$ cat src/rtl/writeback_buffer_if.sv
// Bundle of the writeback buffer's handshake and memory signals.
//   evict_*  : victim line hand-off from the cache controller (valid/ready)
//   fill_*   : line-fill request/grant from the controller
//   fwd_*    : forwarding of the buffered line on a fill hit
//   pmem_*   : write port toward physical memory
//   busy     : buffer holds a line
//   state_dbg: current buffer state, for observation only
// Modports: slave = the buffer, master = controller / memory side.
//
// Handshake semantics: a victim transfers on the rising clk edge where
// evict_valid && evict_ready; the controller keeps evict_valid, evict_addr and
// evict_data stable until that edge. fill_req is held high until the fill is
// done; fill_grant and fwd_hit are combinational answers in the same cycle.
// pmem_write is held with stable address/data until the pmem_resp edge.
interface writeback_buffer_if;
  logic         evict_valid;
  logic         evict_ready;
  logic [15:0]  evict_addr;
  logic [127:0] evict_data;
  logic         fill_req;
  logic [15:0]  fill_addr;
  logic         fill_grant;
  logic         fwd_hit;
  logic [127:0] fwd_data;
  logic         pmem_write;
  logic [15:0]  pmem_address;
  logic [127:0] pmem_wdata;
  logic         pmem_resp;
  logic         busy;
  logic [1:0]   state_dbg;

  modport slave (
    input  evict_valid, evict_addr, evict_data, fill_req, fill_addr, pmem_resp,
    output evict_ready, fill_grant, fwd_hit, fwd_data, pmem_write,
           pmem_address, pmem_wdata, busy, state_dbg
  );

  modport master (
    output evict_valid, evict_addr, evict_data, fill_req, fill_addr, pmem_resp,
    input  evict_ready, fill_grant, fwd_hit, fwd_data, pmem_write,
           pmem_address, pmem_wdata, busy, state_dbg
  );
endinterface

$ cat src/rtl/writeback_buffer.sv
// Single-entry eviction buffer between the cache and physical memory.
// A dirty victim is captured in one cycle so the cache can start its fill
// immediately; the victim is written to pmem once the memory port is idle.
// Fills have priority, and a fill to the buffered line is forwarded.
// Ports:
//   clk   : system clock
//   reset : asynchronous, active-high
//   bus   : writeback_buffer_if.slave (evict, fill, forward, pmem, busy)
// MAX_DEFER: fills granted while FULL before further fills are held off
//            and the drain is forced.
module writeback_buffer #(
  parameter int MAX_DEFER = 16
) (
  input  logic               clk,
  input  logic               reset,
  writeback_buffer_if.slave  bus
);

  localparam int CW = $clog2(MAX_DEFER + 1);
  localparam logic [CW-1:0] DEFER_MAX = CW'(MAX_DEFER);

  typedef enum logic [1:0] {
    S_EMPTY = 2'd0,
    S_FULL  = 2'd1,
    S_DRAIN = 2'd2
  } state_e;

  state_e        state_q, state_d;
  logic [11:0]   buf_addr_q, buf_addr_d;   // line tag, addr[15:4]
  logic [127:0]  buf_data_q, buf_data_d;
  logic          fill_active_q, fill_active_d;
  logic [CW-1:0] defer_cnt_q, defer_cnt_d;

  logic fwd_hit;
  logic fill_grant;

  // Offset bits of the addresses carry no information for a line buffer.
  logic unused_addr_bits;
  assign unused_addr_bits = ^{bus.evict_addr[3:0], bus.fill_addr[3:0]};

  always_comb begin
    fwd_hit    = (state_q != S_EMPTY) && bus.fill_req &&
                 (bus.fill_addr[15:4] == buf_addr_q);
    fill_grant = 1'b0;
    case (state_q)
      S_EMPTY: fill_grant = 1'b1;
      S_FULL:  fill_grant = !fwd_hit && !fill_active_q && (defer_cnt_q < DEFER_MAX);
      default: fill_grant = 1'b0;
    endcase
  end

  always_comb begin
    state_d       = state_q;
    buf_addr_d    = buf_addr_q;
    buf_data_d    = buf_data_q;
    defer_cnt_d   = defer_cnt_q;
    // A fill stays active until the controller drops fill_req.
    fill_active_d = bus.fill_req && (fill_active_q || (fill_grant && !fwd_hit));

    // Count fills that start while a victim is waiting, so a steady stream of
    // fills cannot starve the drain forever.
    if ((state_q == S_FULL) && !fill_active_q && fill_active_d &&
        (defer_cnt_q < DEFER_MAX)) begin
      defer_cnt_d = defer_cnt_q + 1'b1;
    end

    case (state_q)
      S_EMPTY: begin
        if (bus.evict_valid) begin
          buf_addr_d = bus.evict_addr[15:4];
          buf_data_d = bus.evict_data;
          state_d    = S_FULL;
        end
      end
      S_FULL: begin
        // Only start the drain when no fill owns pmem, so pmem_resp is ours.
        if (!fill_active_q && !(bus.fill_req && fill_grant)) begin
          state_d = S_DRAIN;
        end
      end
      S_DRAIN: begin
        if (bus.pmem_resp) begin
          state_d     = S_EMPTY;
          defer_cnt_d = '0;
        end
      end
      default: state_d = S_EMPTY;
    endcase
  end

  always_ff @(posedge clk or posedge reset) begin
    if (reset) begin
      state_q       <= S_EMPTY;
      buf_addr_q    <= '0;
      buf_data_q    <= '0;
      fill_active_q <= 1'b0;
      defer_cnt_q   <= '0;
    end else begin
      state_q       <= state_d;
      buf_addr_q    <= buf_addr_d;
      buf_data_q    <= buf_data_d;
      fill_active_q <= fill_active_d;
      defer_cnt_q   <= defer_cnt_d;
    end
  end

  // Memory-side outputs decode directly from the state flop, so they drop
  // the moment reset is asserted.
  assign bus.evict_ready  = (state_q == S_EMPTY);
  assign bus.busy         = (state_q != S_EMPTY);
  assign bus.pmem_write   = (state_q == S_DRAIN);
  assign bus.pmem_address = (state_q == S_DRAIN) ? {buf_addr_q, 4'b0000} : 16'h0000;
  assign bus.pmem_wdata   = (state_q == S_DRAIN) ? buf_data_q : '0;
  assign bus.fwd_hit      = fwd_hit;
  assign bus.fwd_data     = fwd_hit ? buf_data_q : '0;
  assign bus.fill_grant   = fill_grant;
  assign bus.state_dbg    = state_q;

endmodule
$ cat src/flat_wrapper.sv
// flat-port wrapper written by rule: the top's interface ports become plain ports
module writeback_buffer_flat 
#(
  parameter int MAX_DEFER = 16
)
  (clk, reset, bus_evict_valid, bus_evict_addr, bus_evict_data, bus_fill_req, bus_fill_addr, bus_pmem_resp, bus_evict_ready, bus_fill_grant, bus_fwd_hit, bus_fwd_data, bus_pmem_write, bus_pmem_address, bus_pmem_wdata, bus_busy, bus_state_dbg);
  writeback_buffer_if bus_i ();
  input  logic clk;
  input  logic reset;
  input wire logic [$bits(bus_i.evict_valid)-1:0] bus_evict_valid;
  input wire logic [$bits(bus_i.evict_addr)-1:0] bus_evict_addr;
  input wire logic [$bits(bus_i.evict_data)-1:0] bus_evict_data;
  input wire logic [$bits(bus_i.fill_req)-1:0] bus_fill_req;
  input wire logic [$bits(bus_i.fill_addr)-1:0] bus_fill_addr;
  input wire logic [$bits(bus_i.pmem_resp)-1:0] bus_pmem_resp;
  output wire logic [$bits(bus_i.evict_ready)-1:0] bus_evict_ready;
  output wire logic [$bits(bus_i.fill_grant)-1:0] bus_fill_grant;
  output wire logic [$bits(bus_i.fwd_hit)-1:0] bus_fwd_hit;
  output wire logic [$bits(bus_i.fwd_data)-1:0] bus_fwd_data;
  output wire logic [$bits(bus_i.pmem_write)-1:0] bus_pmem_write;
  output wire logic [$bits(bus_i.pmem_address)-1:0] bus_pmem_address;
  output wire logic [$bits(bus_i.pmem_wdata)-1:0] bus_pmem_wdata;
  output wire logic [$bits(bus_i.busy)-1:0] bus_busy;
  output wire logic [$bits(bus_i.state_dbg)-1:0] bus_state_dbg;
  assign bus_i.evict_valid = bus_evict_valid;
  assign bus_i.evict_addr = bus_evict_addr;
  assign bus_i.evict_data = bus_evict_data;
  assign bus_i.fill_req = bus_fill_req;
  assign bus_i.fill_addr = bus_fill_addr;
  assign bus_i.pmem_resp = bus_pmem_resp;
  assign bus_evict_ready = bus_i.evict_ready;
  assign bus_fill_grant = bus_i.fill_grant;
  assign bus_fwd_hit = bus_i.fwd_hit;
  assign bus_fwd_data = bus_i.fwd_data;
  assign bus_pmem_write = bus_i.pmem_write;
  assign bus_pmem_address = bus_i.pmem_address;
  assign bus_pmem_wdata = bus_i.pmem_wdata;
  assign bus_busy = bus_i.busy;
  assign bus_state_dbg = bus_i.state_dbg;
  writeback_buffer #(.MAX_DEFER(MAX_DEFER)) u_core (.clk(clk), .reset(reset), .bus(bus_i));
endmodule
$ cat config.mk
export PLATFORM = sky130hd
export DESIGN_NAME = writeback_buffer_flat
export DESIGN_NICKNAME = d
export VERILOG_FILES = /design/src/rtl/writeback_buffer_if.sv /design/src/rtl/writeback_buffer.sv /design/src/flat_wrapper.sv
export SDC_FILE = /design/constraint.sdc
export NUM_CORES = 1
export LEC_CHECK = 0
export CORE_AREA = 2 2 175 177
export CTS_BUF_LIST = sky130_fd_sc_hd__clkbuf_16
export DETAILED_ROUTE_END_ITERATION = 8
export DIE_AREA = 0 0 177 179
export PLACE_DENSITY_LB_ADDON = 0.15
export SLEW_MARGIN = 40
export SYNTH_ARGS = -nofsm -noshare
export SYNTH_HDL_FRONTEND = slang
export SYNTH_SLANG_ARGS = --single-unit
$ cat constraint.sdc
create_clock -name clk -period 4.3 [get_ports clk]
set_clock_uncertainty 0.05 [all_clocks]
set_input_delay 0.43 -clock clk [delete_from_list [all_inputs] [get_ports clk]]
set_output_delay 0.43 -clock clk [all_outputs]
set_load 0.02 [all_outputs]
==> results of run 1 <==
[path summary, 6_finish.rpt]
check                                        endpoint  slack (ns)
worst max-delay path                bus_fwd_data[112]        0.85
worst min-delay path            u_core.buf_data_q[89]        0.32
worst max register to register  u_core.buf_data_q[71]        1.94
worst min register to register  u_core.buf_data_q[50]        0.46
max in group asynchronous       u_core.buf_addr_q[11]        2.89
min in group clk                u_core.buf_data_q[50]        0.46
[final cells by class]
cell class                      instances  area, sq um
Timing Repair Buffer                  441         4440
Clock buffer                           17          425
Sequential cell                       148         3700
Clock inverter                         15          160
Multi-Input combinational cell        467         3650
Inverter                                7         30.0
Fill cell                            2916        17100
Tap cell                              396          495
[cell usage in the layout, fill, tap and decap left out, types with 7 or more instances in the layout]
cell type / count
mux2_2: 140
clkbuf_16: 17
xor2_1: 8
and2_1: 268
nand2_1: 7
clkdlybuf4s50_1: 431
nor2_1: 7
dfrtp_1: 148
[metrics by stage]
step / hold slack [ns] / util [%]
floorplan: 0.417 / -
global placement: 0.447 / 41.0
detailed placement: 0.452 / 41.0
CTS: 0.313 / 43.0
global route: 0.334 / 43.0
finish: 0.324 / 43.0
[worst max-delay path: stages (launching register included)]
cell and delay (ns):
dfrtp_1 0.41, xor2_1 0.18, nor4_2 0.33, nand4_2 0.29
nor2_4 0.24, buf_12 0.26, and2_1 0.16, clkdlybuf4s50_1 0.64
[power by group through the flow]
| stage | Clock, mW | Sequential, mW | Combinational, mW |
|---|---|---|---|
| global route | 1.63 | 2.73 | 3.21 |
| finish | 1.51 | 2.61 | 2.97 |
| floorplan | 0 | 2.45 | 1.93 |
| CTS | 1.57 | 2.63 | 3.03 |
| global placement | 0 | 2.63 | 2.99 |
| detailed placement | 0 | 2.65 | 3.03 |
[cells by family after synthesis]
group           count (synthesis)
other cells                     1
mux                           144
compound gates                 13
flops                         148
buf+inv                        56
xor+xnor                       12
simple gates                  293
fa+ha+maj                       1
[state kept, by name (all words and copies together), names as in the netlist]
name and cells:
u_core.defer_cnt_q 5, u_core.buf_data_q 128, u_core.fill_active_q 1, u_core.bus.state_dbg 2, u_core.buf_addr_q 12
[layer usage]
| layer | part of all wire, % | vias up |
|---|---|---|
| li1 | - | 2992 |
| met1 | 39 | 2949 |
| met2 | 50 | 255 |
| met3 | 8.8 | 22 |
| met4 | 1.9 | 0 |
| met5 | 0 | - |
==> out/qor.txt, run 1 <==
Outcome - complete, no violations
Min cycle time layout - 3.45 ns
Area leader, netlist - dfrtp_1
Cts bufs inserted - 17
M3 GR Usage - 5.62%
IO Pins - 444
Peak VDD IR - 0.234 mV
Simple-gate portion of the synthesized area - 23.6%
Post-synth EDFFs - 0
Top-area cell type share of the netlist area - 48.4%
Worst-Skew Late Latency - 0.42 ns
Die Span Y - 179 um
Most frequent cells after synthesis - and2_1, dfrtp_1, mux2_2
Dpl cells - 1,459
Final Setup Violations - 0
DP HPWL - 17.9 mm
Row count - 64
Die area - 0.0317 sq mm
DRT Pass-1 Iters - 4
Adder-Cell Fraction of Synth Area - 0.163%
Final period utilization - 80.2%
Req. time, crit path - 3.82 ns
# hold bufs at CTS - 0
Detailed Route WL - 24.3 mm
Crit. End Element - output pin
Reg2reg start - u_core.bus.state_dbg[0]
Worst-path clk slew - 0.08 ns
Final ANT Viol Nets - 0
Hold crit path type - primary input to asynchronous set/reset pin
First-pass GRT wire length - 36.4 mm
CTS max path bufs - 2
Post-Syn Area per Cell - 11.5 sq um
Int Pwr - 4.58 mW
Final worst slack - 0.851 ns
Nets - 1,248
Number of antenna diodes - 0
Routed len/inst - 16.3 um
Drt drc - 0
Pre-CTS WS - 0.764 ns
CP startpoint - u_core.buf_addr_q[3]
Synth Register Bits - 148
Placed Area - 0.0123 sq mm
CTS sink count - 148
Post-synthesis mux area share - 21.1%
Met2 Usage GRT - 26.0%
Setup bufs post-CTS - 0
Compound-Gate Fraction of Synth Area - 1.06%
Die extent in x - 177 um
Port bufs - 431
Async SR Flop Fraction - 100%
Synth top area cells - dfrtp_1, and2_1, mux2_2
Total number of vias - 6,218
Core Region - 0.0300 sq mm
Met1 usage - 17.0%
Flop pwr share - 36.9%
Initial core utilization - 25.5%
CP arrival - 2.97 ns
Netlist cell types - 30
Post-CTS Resized - 0
Worst Path Max Fanout - 68
Psw - 2.51 mW
Clk network pwr share - 21.2%
Worst slew pin tran - 0.752 ns
DRT iter0 DRCs - 199
Pwr dens - 549 mW/mm^2
Post-synthesis xor/xnor area fraction - 1.37%
Final Slew Violations - 0
Max Cap Viol - 0
Seq/Total Area, Yosys - 48.4%
Drt via density - 4.17
Busiest grt layer - met2
P&R area growth vs syn - 68.5%
Share of cells above drive strength 1 - 17.2%
Largest net degree at the start of global routing - 80
Antenna violations before repair - 0
Crit Path Category - register to output pin
RSZ-0062 raised after global routing - false
Root Driver - clkbuf_16
Worst slew margin - 49.8%
Overflow after GRT - 0
Non-Filler Instances - 1,491
Mapped Cells - 668
Most frequent cell after synthesis - and2_1
H-tree Lvls - 4
Synth Flop Type - dfrtp_1
CP Launch Type - register
Combinational fraction of design power - 41.9%
Worst r2r path cells - 4
Largest family of logic cells by synthesized area - simple AND/OR/NAND/NOR gates
Vias in the first global route - 6,377
Final hold violations - 0
GPL Wtd Cong - 0.735
Pwr Total - 7.09 mW
FMAX - 0.290 GHz
Switching Share - 35.3%
GR Util All Layers - 14.9%
CTS tree - built
Synth warn - 0
Layout Cell Area excl Fill - 0.0129 sq mm
Synthesized area - 0.00766 sq mm
Setup TNS - 0 ns
Static Leakage - 5.17 nW
Power figures use the tool's default switching activity.
==> run 2, diff against run 1 <==
==> constraint.sdc (replaced) <==
create_clock -name clk -period 3.1 [get_ports clk]
set_clock_uncertainty 0.05 [all_clocks]
set_input_delay 0.31 -clock clk [delete_from_list [all_inputs] [get_ports clk]]
set_output_delay 0.31 -clock clk [all_outputs]
set_load 0.02 [all_outputs]
==> run 2 against run 1 <==
  * Final area decreased by 2.5%
  * Utilization shrank 1.1 points
  * Highest routed layer is now met5
  * Via count increased by 0.39%
  * Register-to-register slack worse by 0.94 ns
  * Cell count grew 0.87%
  * Sequential cell count unchanged
  * Combinational power rose by 42%
==> out/qor.txt, run 2 (synthesis gave the netlist of run 1 again) <==
Drt drc - 0 (unchanged)
CP arrival - 2.64 ns (-0.33 ns)
First-pass GRT wire length - 36.9 mm (+1.2%)
Min cycle time layout - 3.00 ns
Final Setup Violations - 0 (unchanged)
Detailed Route WL - 25.2 mm (+3.7%)
CTS max path bufs - 2 (unchanged)
Clk network pwr share - 21.7% (+0.5 points)
Total number of vias - 6,242 (+0.39%)
Filler Cell Count - 2,949 (+1.1%)
Hold crit path type - primary input to asynchronous set/reset pin
FMAX - 0.334 GHz
DRT Pass-1 Iters - 4 (unchanged)
Req. time, crit path - 2.74 ns (-1.08 ns)
Worst-path clk slew - 0.07 ns (about the same)
Non-Filler Instances - 1,504 (+0.87%)
Highest-delay cell along the critical path - dfrtp_1
CP Launch Type - register
CP max stage delay - 0.40 ns (-0.24 ns)
Share of cells above drive strength 1 - 29.2% (+12 points)
Die area - 0.0317 sq mm (unchanged)
Outcome - complete, no violations
Switching Share - 35.2% (-0.19 points)
Flop pwr share - 36.3% (-0.6 points)
IO Pins - 444 (unchanged)
DRT iter0 DRCs - 184 (-7.5%)
Hold slack - 0.211 ns (-0.112 ns)
Vias in the first global route - 6,388 (+0.17%)
Crit. End Element - output pin
Nets - 1,261 (+1.0%)
Cts bufs inserted - 17 (unchanged)
Peak VDD IR - 0.283 mV (+21%)
DP HPWL - 18.1 mm (+1.1%)
Largest registers - u_core.buf_data_q x128, u_core.buf_addr_q x12, u_core.defer_cnt_q x5
Routed len/inst - 16.7 um (+2.8%)
GR Util All Layers - 15.3% (+0.33 points)
P&R area growth vs syn - 64.2%
H-tree Lvls - 4 (unchanged)
Combinational fraction of design power - 42.0% (about the same)
Int Pwr - 6.51 mW (+42%)
Drt via density - 4.15 (-0.48%)
Commonest cells after routing, fill and taps aside - clkdlybuf4s50_1, and2_1, dfrtp_1
Worst Path Max Fanout - 31 (-54%)
Most common cell after layout, fill and taps aside - clkdlybuf4s50_1
Critical Path, Cell by Cell - xor2_1 > nor4_2 > buf_4 > nand4_1 > nor2_4 > buf_12 > clkbuf_16 > and2_1 > clkdlybuf4s15_1
Root Driver - clkbuf_16
Largest net degree at the start of global routing - 75 (-6.3%)
CTS sink count - 148 (unchanged)
Crit Path Category - register to output pin
Die Span Y - 179 um (unchanged)
Worst-Skew Late Latency - 0.43 ns (about the same)
Pwr dens - 798 mW/mm^2 (+45%)
Largest Register - u_core.buf_data_q
Die extent in x - 177 um (unchanged)
CTS tree - built
Static Leakage - 5.45 nW (+5.4%)
Max Cap Viol - 0 (unchanged)
Core Region - 0.0300 sq mm (unchanged)
Final ANT Viol Nets - 0 (unchanged)
Initial core utilization - 25.5% (unchanged)
Psw - 3.53 mW (+41%)
Row count - 64 (unchanged)
Largest register FFs - 128 (unchanged)
Final hold violations - 0 (unchanged)
Final Slew Violations - 0 (unchanged)
GPL Wtd Cong - 0.759 (+3.2%)
Antenna violations before repair - 1 (+1)
Dpl cells - 1,468 (+0.62%)
Port bufs - 431 (unchanged)
Final period utilization - 96.6%
Overflow after GRT - 0 (unchanged)
Number of antenna diodes - 0 (unchanged)
# hold bufs at CTS - 0 (unchanged)
-- run 2: changes by cell type in the layout (fill, tap and decap cells not counted), moves of 2 or more --
cell and change:
clkbuf_16 +2, clkbuf_2 +121, buf_4 +2, clkdlybuf4s50_1 -130
clkinv_2 -2, clkinvlp_4 +3, clkdlybuf4s15_1 +7, dlygate4sd2_1 +2
buf_12 +8, clkinv_4 -2, inv_8 +2
-- run 2: routing by layer --
| metal | vias up | global-route usage (%) | part of all wire, % |
|---|---|---|---|
| met5 | - | 0 | 0.052 |
| met4 | 2 | 4.34 | 1.1 |
| met3 | 20 | 5.34 | 8.2 |
| met2 | 268 | 26.1 | 50 |
| met1 | 2935 | 18.1 | 41 |
| li1 | 3017 | - | - |
-- run 2: path summary, 6_finish.rpt --
check	depth (start not counted)	slack, ns	end	startpoint
setup / recovery	9	0.10	bus_fwd_data[6]	u_core.buf_addr_q[10]
hold / removal	2	0.21	u_core.buf_data_q[96]	reset
hold reg to reg	1	0.46	u_core.defer_cnt_q[2]	u_core.defer_cnt_q[2]
min in group clk	2	0.43	u_core.buf_data_q[109]	bus_evict_data[109]
max in group asynchronous	4	2.08	u_core.buf_data_q[45]	reset
setup reg to reg	7	1.00	u_core.defer_cnt_q[1]	u_core.buf_addr_q[10]
-- run 2: power groups by stage --
stage | Sequential (mW) | Combinational [mW] | Clock, mW
final | 3.65 | 4.21 | 2.18
after global routing | 3.82 | 4.55 | 2.35
after CTS | 3.66 | 4.29 | 2.26
after detailed placement | 3.69 | 4.29 | 0
after global placement | 3.67 | 4.23 | 0
after floorplan | 3.39 | 2.67 | 0
-- run 2: final cells by class --
class / instances / area [sq um] / area share, %
clock buffer: 17 / 425 / 3.38
inverter: 7 / 30.0 / 0.239
sequential: 148 / 3700 / 29.4
timing repair buffer: 454 / 4080 / 32.5
clock inverter: 15 / 183 / 1.45
multi-input combinational: 467 / 3660 / 29.1
tap: 396 / 495 / 3.94
-- run 2: critical path: cells and delay by family, from the launching register on --
family | cells | cell delay, ns
AND/OR/NAND/NOR | 4 | 0.85
flip-flops | 1 | 0.40
buffers and inverters | 4 | 0.78
XOR/XNOR | 1 | 0.16
-- run 2: what timing repair did --
action	CTS	global route
pin swaps	0	1
buffers inserted	0	2
setup endpoints to repair	130	118
gates cloned	0	2
gates resized for setup	132	248
-- run 2: per-stage QoR --
stage | cell area, sq um | power, mW | setup TNS [ns] | util, % | worst slack, ns
4_1_cts | 12900 | 10.2 | -0.00522 | 43.1 | -0.00522
3_3_place_gp | 12500 | 7.90 | -26.72 | 41.5 | -0.270
6_report | 12600 | 10.0 | 0 | 41.9 | 0.105
2_1_floorplan | 7670 | 6.06 | 0 | - | 0.790
5_1_grt | 12600 | 10.7 | -0.159 | 41.9 | -0.0299
3_5_place_dp | 12500 | 7.98 | -21.78 | 41.6 | -0.229
==> run 3, diff against run 2 <==
--- a/config.mk
+++ b/config.mk
@@ -10,6 +10,7 @@
 export DETAILED_ROUTE_END_ITERATION = 8
 export DIE_AREA = 0 0 177 179
 export PLACE_DENSITY_LB_ADDON = 0.15
+export SKIP_LAST_GASP = 1
 export SLEW_MARGIN = 40
 export SYNTH_ARGS = -nofsm -noshare
 export SYNTH_HDL_FRONTEND = slang
==> run 3 against run 2 <==
  * The flow now finishes with violations (negative setup slack)
  * Fmax shrank 9.8%
  * Power grew 0.17%
  * Register-to-register slack lost 0.02 ns
  * Largest power group unchanged
  * Clock power is essentially flat
  * Critical path type unchanged
==> out/qor.txt, run 3 (synthesis gave the netlist of run 1 again) <==
Outcome - finished with violations
Failing checks - negative setup slack
Pwr Total - 10.1 mW (+0.17%)
CTS sink count - 148 (unchanged)
Largest net degree at the start of global routing - 75 (unchanged)
Met2 Usage GRT - 26.1% (-0.049 points)
Met1 usage - 18.1% (about the same)
Reg2reg start - u_core.buf_addr_q[10]
Port bufs - 431 (unchanged)
Final Slew Violations - 0 (unchanged)
Routed len/inst - 16.9 um (+0.86%)
Root Driver - clkbuf_16
Crit. End Element - output pin
Busiest grt layer - met2
Min cycle time layout - 3.32 ns (+0.324 ns)
CP arrival - 2.96 ns (+0.32 ns)
Hold slack - 0.212 ns (+0.000688 ns)
Worst r2r path cells - 7 (unchanged)
Static Leakage - 7.62 nW (+40%)
Req. time, crit path - 2.74 ns (about the same)
DP HPWL - 18.1 mm (unchanged)
Drt via density - 4.16 (+0.30%)
Overflow after GRT - 0 (unchanged)
Crit Path Category - register to output pin
Final period utilization - 107% (+10 points)
CP Launch Type - register
P&R area growth vs syn - 75.9%
CTS tree - built
Worst-Skew Late Latency - 0.43 ns (about the same)
Most common cell after layout, fill and taps aside - clkdlybuf4s50_1
FMAX - 0.301 GHz (-9.8%)
DRT Pass-1 Iters - 4 (unchanged)
# hold bufs at CTS - 0 (unchanged)
Peak VDD IR - 0.294 mV (+3.9%)
Die area - 0.0317 sq mm (unchanged)
Worst Path Max Fanout - 34 (+9.7%)
DRT iter0 DRCs - 193 (+4.9%)
Reg2reg end - u_core.defer_cnt_q[1]
First-pass GRT wire length - 36.8 mm (-0.11%)
Share of cells above drive strength 1 - 18.6% (-11 points)
Number of antenna diodes - 0 (unchanged)
Final Setup Violations - 1 (+1)
Vias in the first global route - 6,374 (-0.22%)
Detailed Route WL - 25.4 mm (+0.93%)
Initial core utilization - 25.5% (unchanged)
RSZ-0062 raised after global routing - true
IO Pins - 444 (unchanged)
Crit path capture - bus_fwd_data[78]
Cts bufs inserted - 17 (unchanged)
Worst-path clk slew - 0.07 ns (about the same)
Die extent in x - 177 um (unchanged)
Worst R2R Setup Slack - 0.98 ns (-0.02 ns)
Hold crit path type - primary input to asynchronous set/reset pin
CP startpoint - u_core.buf_addr_q[10]
M3 GR Usage - 5.36% (+0.021 points)
Max Cap Viol - 0 (unchanged)
Final hold violations - 0 (unchanged)
Nets - 1,262 (+0.079%)
Largest Register - u_core.buf_data_q
Largest register FFs - 128 (unchanged)
Pre-CTS WS - -0.229 ns (unchanged)
Drt drc - 0 (unchanged)
H-tree Lvls - 4 (unchanged)
Final worst slack - -0.219 ns (-0.324 ns)
Core Region - 0.0300 sq mm (unchanged)
CTS max path bufs - 2 (unchanged)
Total number of vias - 6,265 (+0.37%)
Antenna violations before repair - 1 (unchanged)
GPL Wtd Cong - 0.759 (unchanged)
Commonest cells after routing, fill and taps aside - clkdlybuf4s50_1, and2_1, dfrtp_1
Final Util - 44.9% (+3.0 points)
Pwr dens - 746 mW/mm^2 (-6.5%)
Final ANT Viol Nets - 0 (unchanged)
Largest registers - u_core.buf_data_q x128, u_core.buf_addr_q x12, u_core.defer_cnt_q x5
Die Span Y - 179 um (unchanged)
Row count - 64 (unchanged)
GR Util All Layers - 15.3% (about the same)
## run 3: critical path, cell delays in order, from the launching register on
cell and delay, ns:
dfrtp_1 0.40, xor2_1 0.16, nor4_2 0.33, buf_4 0.16
nand4_1 0.17, nor2_4 0.20, buf_4 0.14, buf_12 0.17
and2_1 0.15, clkdlybuf4s50_1 0.63
## run 3: how the worst min path moves through the flow
stage	start	to	slack, ns	depth (start not counted)
after global routing	reset	u_core.buf_data_q[96]	0.22	2
after CTS	reset	u_core.buf_data_q[96]	0.20	2
final	reset	u_core.buf_data_q[96]	0.21	2
after floorplan	bus_fill_req	u_core.fill_active_q	0.39	2
after detailed placement	u_core.buf_data_q[96]	u_core.buf_data_q[96]	0.45	1
after global placement	u_core.buf_data_q[90]	u_core.buf_data_q[90]	0.45	1
## run 3: report_power, final
group | switching [mW] | internal (mW)
sequential | 0.726 | 2.92
combinational | 1.86 | 2.36
clock | 0.955 | 1.23
total | 3.54 | 6.51
## run 3: layer usage
layer,share of wire (%),vias to the layer above
met1,41,2959
met3,8.1,16
met5,0.051,-
li1,-,3021
met4,1.1,2
met2,50,267
## run 3: through the flow
| stage | TNS [ns] | instance area, sq um | instances |
|---|---|---|---|
| final | -0.219 | 13500 | 1505 |
| after global routing | -0.411 | 13500 | 1505 |
| after CTS | -27.25 | 13100 | 1500 |
| after detailed placement | -21.78 | 12500 | 1468 |
| after global placement | -26.72 | 12500 | 1467 |
| after floorplan | 0 | 7670 | 671 |
## run 3: cell type report
cell class              instances  area (sq um)
clock buffers                  17           425
clock inverters                15           183
fillers                      2855         16600
inverters                       7          30.0
multi-input cells             467          3660
flip-flops and latches        148          3700
well taps                     396           495
repair buffers                455          4980
## run 3: repair_timing
item	in CTS	in global routing
gates resized for setup	6	130
endpoints found under the setup margin	130	128
pin swaps	0	1
setup buffers	0	3
cloned	0	2
